<file path="config.mk">
export PLATFORM = sky130hd
export DESIGN_NAME = fire_scheduler
export DESIGN_NICKNAME = d
export VERILOG_FILES = /design/src/rtl/fire_scheduler.sv
export SDC_FILE = /design/constraint.sdc
export NUM_CORES = 1
export LEC_CHECK = 0
export ABC_AREA = 1
export CORE_MARGIN = 1
export CORE_UTILIZATION = 45
export CTS_CLUSTER_SIZE = 10
export DETAILED_ROUTE_END_ITERATION = 8
export GPL_ROUTABILITY_DRIVEN = 0
export MAX_ROUTING_LAYER = met4
export PLACE_DENSITY = 0.63
export SLEW_MARGIN = 20
export SYNTH_ARGS = -nofsm -noshare
export SYNTH_HDL_FRONTEND = slang
export SYNTH_SLANG_ARGS = --single-unit
</file>
<file path="constraint.sdc">
create_clock -name clk -period 6.5 [get_ports clk]
set_input_delay 1.3 -clock clk [delete_from_list [all_inputs] [get_ports clk]]
set_output_delay 1.3 -clock clk [all_outputs]
set_load 0.02 [all_outputs]
</file>
<file path="src/rtl/fire_scheduler.sv">
// Commit scheduler for a generated sync-model circuit: picks one excited transition per step,
// presents its index on `fire` for one cycle, then holds off for a settle window.
module fire_scheduler #(
    parameter int unsigned N             = 8,
    parameter int unsigned W             = 4,
    parameter int unsigned SETTLE_CYCLES = 1,
    parameter int unsigned QUIET_LIMIT   = 4,
    parameter int unsigned CNT_W         = 16
) (
    input  logic             clk,
    input  logic             reset,
    input  logic             det,
    input  logic [N-1:0]     excited,
    input  logic [W-1:0]     choice,
    output logic [W-1:0]     fire,
    output logic             fire_valid,
    output logic             quiescent,
    output logic [CNT_W-1:0] fire_count
);

    localparam int unsigned QW = 8;
    localparam int unsigned SW = 4;

    localparam logic [W-1:0]     IDLE        = W'(N);
    localparam logic [W-1:0]     LAST        = W'(N - 1);
    localparam logic [QW-1:0]    QLIM        = QW'(QUIET_LIMIT);
    localparam logic [SW-1:0]    SETTLE_INIT = SW'(SETTLE_CYCLES - 1);
    localparam logic [CNT_W-1:0] CNT_MAX     = '1;

    typedef enum logic [1:0] {
        SELECT = 2'd0,
        FIRE   = 2'd1,
        SETTLE = 2'd2
    } state_e;

    state_e           state_q, state_d;
    logic [W-1:0]     fire_q, fire_d;
    logic             fire_valid_q, fire_valid_d;
    logic [W-1:0]     ptr_q, ptr_d;
    logic [QW-1:0]    quiet_cnt_q, quiet_cnt_d;
    logic             quiescent_q, quiescent_d;
    logic [CNT_W-1:0] fire_count_q, fire_count_d;
    logic [SW-1:0]    settle_cnt_q, settle_cnt_d;

    logic [2*N-1:0]   rot;
    logic             search_hit;
    logic [W:0]       search_sum;
    logic [W-1:0]     search_idx;
    logic             hint_hit;
    logic             pick_hit;
    logic [W-1:0]     pick;

    // Round-robin search: rotate excited so bit 0 lines up with ptr, then take the first set bit.
    always_comb begin
        rot        = {excited, excited} >> ptr_q;
        search_hit = 1'b0;
        search_sum = '0;
        for (int unsigned j = 0; j < N; j++) begin
            if (!search_hit && rot[j]) begin
                search_hit = 1'b1;
                search_sum = {1'b0, ptr_q} + (W+1)'(j);
            end
        end
        if (search_sum >= (W+1)'(N)) begin
            search_sum = search_sum - (W+1)'(N);
        end
        search_idx = search_sum[W-1:0];
    end

    // Hint is honoured only when in range and currently excited; otherwise fall back to the search.
    always_comb begin
        hint_hit = 1'b0;
        for (int unsigned i = 0; i < N; i++) begin
            if (choice == W'(i) && excited[i]) begin
                hint_hit = 1'b1;
            end
        end
        pick_hit = search_hit;
        pick     = (!det && hint_hit) ? choice : search_idx;
    end

    always_comb begin
        state_d      = state_q;
        fire_d       = fire_q;
        fire_valid_d = fire_valid_q;
        ptr_d        = ptr_q;
        quiet_cnt_d  = quiet_cnt_q;
        quiescent_d  = quiescent_q;
        fire_count_d = fire_count_q;
        settle_cnt_d = settle_cnt_q;

        case (state_q)
            SELECT: begin
                if (pick_hit) begin
                    state_d      = FIRE;
                    fire_d       = pick;
                    fire_valid_d = 1'b1;
                    ptr_d        = (pick == LAST) ? '0 : pick + W'(1);
                    quiet_cnt_d  = '0;
                    quiescent_d  = 1'b0;
                end else begin
                    quiet_cnt_d = (quiet_cnt_q == QLIM) ? QLIM : quiet_cnt_q + QW'(1);
                    quiescent_d = quiescent_q || (quiet_cnt_d == QLIM);
                end
            end
            FIRE: begin
                state_d      = SETTLE;
                fire_d       = IDLE;
                fire_valid_d = 1'b0;
                fire_count_d = (fire_count_q == CNT_MAX) ? CNT_MAX : fire_count_q + CNT_W'(1);
                settle_cnt_d = SETTLE_INIT;
            end
            SETTLE: begin
                if (settle_cnt_q == '0) begin
                    state_d = SELECT;
                end else begin
                    settle_cnt_d = settle_cnt_q - SW'(1);
                end
            end
            default: begin
                state_d      = SELECT;
                fire_d       = IDLE;
                fire_valid_d = 1'b0;
            end
        endcase
    end

    always_ff @(posedge clk or negedge reset) begin
        if (!reset) begin
            state_q      <= SELECT;
            fire_q       <= IDLE;
            fire_valid_q <= 1'b0;
            ptr_q        <= '0;
            quiet_cnt_q  <= '0;
            quiescent_q  <= 1'b0;
            fire_count_q <= '0;
            settle_cnt_q <= '0;
        end else begin
            state_q      <= state_d;
            fire_q       <= fire_d;
            fire_valid_q <= fire_valid_d;
            ptr_q        <= ptr_d;
            quiet_cnt_q  <= quiet_cnt_d;
            quiescent_q  <= quiescent_d;
            fire_count_q <= fire_count_d;
            settle_cnt_q <= settle_cnt_d;
        end
    end

    assign fire       = fire_q;
    assign fire_valid = fire_valid_q;
    assign quiescent  = quiescent_q;
    assign fire_count = fire_count_q;

endmodule
</file>
==> reports/summary.md <==
The flow ran to the end, and the final reports show no timing, DRC or antenna violations. The tools report the post-route cell area as 3740 sq um. Entering global routing, the biggest net connects 41 pins. Counting distinct cell types in the post-synthesis netlist gives 40. The logs give 274 MHz for the fmax and 1.82 nW for the leakage power total. By instance count, the leading cell after synthesis is sky130_fd_sc_hd__nand2_1. The capture point of the critical path was ptr_q[3]. For the required time of the critical path, the log shows 6730 ps. The most critical setup path has its startpoint at excited[6]. By count the netlist is led by sky130_fd_sc_hd__nand2_1, sky130_fd_sc_hd__inv_1, sky130_fd_sc_hd__nand3_1. Summing every instance area after synthesis gives 3250 sq um. The logs give 7.78 mm for the total routed wirelength and 30.9% for the part of the Yosys area used for sequential elements.

The transition time at the pin with the least slew margin works out to 986 ps. The core region is 6870 sq um. The initial core utilization was 47.3%; the number of iterations in the first detailed-routing pass was 5. The run gives 3070 ps as the setup slack of the worst register-to-register path. For the detailed placer's ending HPWL, the log shows 5.85 mm. Port buffering added 36 buffers. In the synthesized netlist, the number of instances is 467. The worst setup path is launched from an input port.

The tools report the launch point of the worst reg-to-reg path as ptr_q[1]. The worst-case vdd ir drop came out at 0.181 mV. The clock edge transition at the registers on the reported setup and hold paths came out at 80 ps. The first-pass GRT wire length came out at 13.3 mm.

The number of hold-slack violations in the final timing report was 0; the remaining global-route overflow was 0. For the critical path data arrival time, the log shows 3880 ps. The compound-gate portion of the synthesized area works out to 8.82%. The tools report the type of element capturing the critical path as a flop. The post-synthesis sequential element count is 40.

Of all nets on the critical path, the largest fanout is 6. The finished layout holds 597 standard cells, fillers aside. The smallest setup slack after layout was 2850 ps; the area of placed instances was 3660 sq um. The overall die area is 7560 sq um, and the total of max-cap violations is 0. The number of nets in the layout is 529. The filler cell count was 681; the top-area cell type share of the netlist area was 30.1%. For this design, the sink count on the clock tree is 40. In the routed design, unresolved DRC markers number 0.

In this run the remaining antenna-violating nets after routing total 0. The CTS H-tree depth came out at 2. In this run the count of I/O pins placed on the die edge is 37. The period utilization works out to 56.2%. Summed over all instances, the cell type with the most area after synthesis is sky130_fd_sc_hd__dfrtp_1.

The run gives 0 ps as the setup TNS. Setup repair after global routing left no endpoint under its margin. Hold is met by 495 ps. The post-synthesis area per instance came out at 6.95 sq um.

The logs give 2902 for the via count of the first global-routing pass and 496 for the number of nets in the synthesized netlist. For this design, the CTS-stage hold fixing added 0 buffers. Buffers inserted during clock tree synthesis total 5. The power per cell area is 399 nW/um^2, and the total placed cells including tap cells is 589. The post-synthesis share of cell area spent on and, or, nand and nor gates works out to 40.7%. The path type of the worst setup path is input port to flop. After Yosys synthesis, XOR and XNOR cells account for 3.78% of the synthesized area.

For the worst setup slack after placement, the log shows 2580 ps. The routed length per placed instance is 13.0 microns. The clock arrives with 8.85 ps of skew.

The minimum clock period after layout works out to 3650 ps. The destination of the worst register-to-register timing path was ptr_q[3]. The tools report the worst slew margin relative to its limit as 34.0%.

The average vias per placed instance works out to 5.22. The tools report the final count of pins violating max slew as 0. In the synthesized netlist, mux cells make up 0% of the area. For this run, the leading register cell type out of synthesis is sky130_fd_sc_hd__dfrtp_1.

Class of the tightest hold or removal check: flop to flop. During synthesis, Yosys emitted a total of 0 warnings. TritonCTS built the clock tree. The total via count after detailed routing was 3117.

Measured in cells, the most critical reg-to-reg path has a length of 18. In this run the vertical extent of the chip is 86.9 microns. The tools report the initial antenna violation count as 0.

The synthesized design contains 0 enable-type register cells. For the detailed router's first-iteration violation count, the log shows 190. The tools report the clock tree root buffer cell as sky130_fd_sc_hd__clkbuf_8.

The logs give 30 for the total number of placement rows and 0 for the count of final setup violators. The total global-route track usage is 22.7%, and the fraction of layout cells with a size suffix above 1 is 9.38%. The insertion delay of the later-clocked pin in the worst-skew pair came out at 280 ps.

Synthesis-to-finish area growth: 15.2%. The async set-reset flop share out of synthesis is 100%. The diode insertion count for antenna repair is 0. Summing the areas of all fa, ha and maj instances in the mapped netlist gives 5.39% of the synthesized area. The quantity of gates resized following cts was 0. Ranked by total cell area, the synthesized netlist is headed by sky130_fd_sc_hd__dfrtp_1, sky130_fd_sc_hd__nand2_1, sky130_fd_sc_hd__nand3_1. The number of setup buffers added after CTS is 0. In this run the deepest clock path goes through 2 buffers. By area, the combinational part of the netlist is dominated by simple AND/OR/NAND/NOR gates.

The floorplan step set the die width to 86.9 microns.
==> cell families after synthesis <==
group	after synthesis
flip-flops	40
AO/OA/AOI/OAI	50
XOR/XNOR	14
AND/OR/NAND/NOR	266
buffers and inverters	83
adder cells (fa/ha/maj)	14
==> report_power, final <==
| group | leakage (nW) | switching, mW | internal [mW] |
|---|---|---|---|
| registers | 0.526 | 0.0799 | 0.288 |
| clock network | 0.0422 | 0.0831 | 0.0754 |
| logic | 1.26 | 0.641 | 0.326 |
==> layout make-up <==
type,count,area (sq um),share of cell area (%)
clock buffers,7,76.3,2.04
clock inverters,1,5.00,0.134
inverters,73,274,7.33
multi-input cells,344,1910,51.0
flip-flops and latches,40,1000,26.8
well taps,96,120,3.21
repair buffers,36,355,9.50
==> sequential cells by signal (all words and copies together) (netlist names) <==
name	flops
quiet_cnt_q	8
fire	4
settle_cnt_q	4
fire_count	16
quiescent	1
ptr_q	4
fire_valid	1
state_q	2
==> per-layer routing <==
metal,routed length (microns),vias to the layer above,GRT usage [%]
met3,301,4,3.60
met2,3490,68,33.9
li1,-,1598,-
met5,0,-,-
met4,35,0,3.79
met1,3950,1447,32.8
==> through the flow <==
| step | power (mW) | util (%) |
|---|---|---|
| 2_1_floorplan | 1.10 | - |
| 3_3_place_gp | 1.33 | 53.3 |
| 3_5_place_dp | 1.33 | 53.3 |
| 4_1_cts | 1.49 | 54.4 |
| 5_1_grt | 1.65 | 54.4 |
| 6_report | 1.49 | 54.4 |
==> how the worst min path moves through the flow <==
stage               startpoint  cells after the start         end
floorplan           state_q[0]                      3  fire_valid
global placement       fire[2]                      2     fire[2]
detailed placement     fire[0]                      2     fire[0]
CTS                    fire[2]                      2     fire[2]
global route           fire[3]                      2     fire[3]
finish                 fire[2]                      2     fire[2]
==> placed cells by master, fill, tap and decap left out, drive strengths merged, types with 4 or more instances in the layout <==
cell type / count
a21oi: 11
clkbuf: 7
clkdlybuf4s50: 35
dfrtp: 39
ha: 14
inv: 73
nand2: 127
nand3: 70
nand4: 14
nor2: 36
nor3: 6
nor4: 4
o21ai: 19
o22ai: 12
or2: 6
xnor2: 4
xor2: 10
==> critical path: stages <==
cell and delay [ps]:
sky130_fd_sc_hd__clkdlybuf4s50_1 430, sky130_fd_sc_hd__inv_1 80, sky130_fd_sc_hd__nand2_1 70, sky130_fd_sc_hd__nand3_1 140, sky130_fd_sc_hd__nand2_1 90, sky130_fd_sc_hd__nand2_1 130
sky130_fd_sc_hd__nand3_4 140, sky130_fd_sc_hd__nor2_8 150, sky130_fd_sc_hd__nand3_4 110, sky130_fd_sc_hd__nor2_8 160, sky130_fd_sc_hd__nand3_4 120, sky130_fd_sc_hd__o21ai_1 140
sky130_fd_sc_hd__inv_1 50, sky130_fd_sc_hd__nand2_1 70, sky130_fd_sc_hd__nand2_1 120, sky130_fd_sc_hd__ha_1 260, sky130_fd_sc_hd__nand3_1 110, sky130_fd_sc_hd__and2_1 130
sky130_fd_sc_hd__nand3_1 60, sky130_fd_sc_hd__nand2_1 60
(Power assumes the default switching activity.)
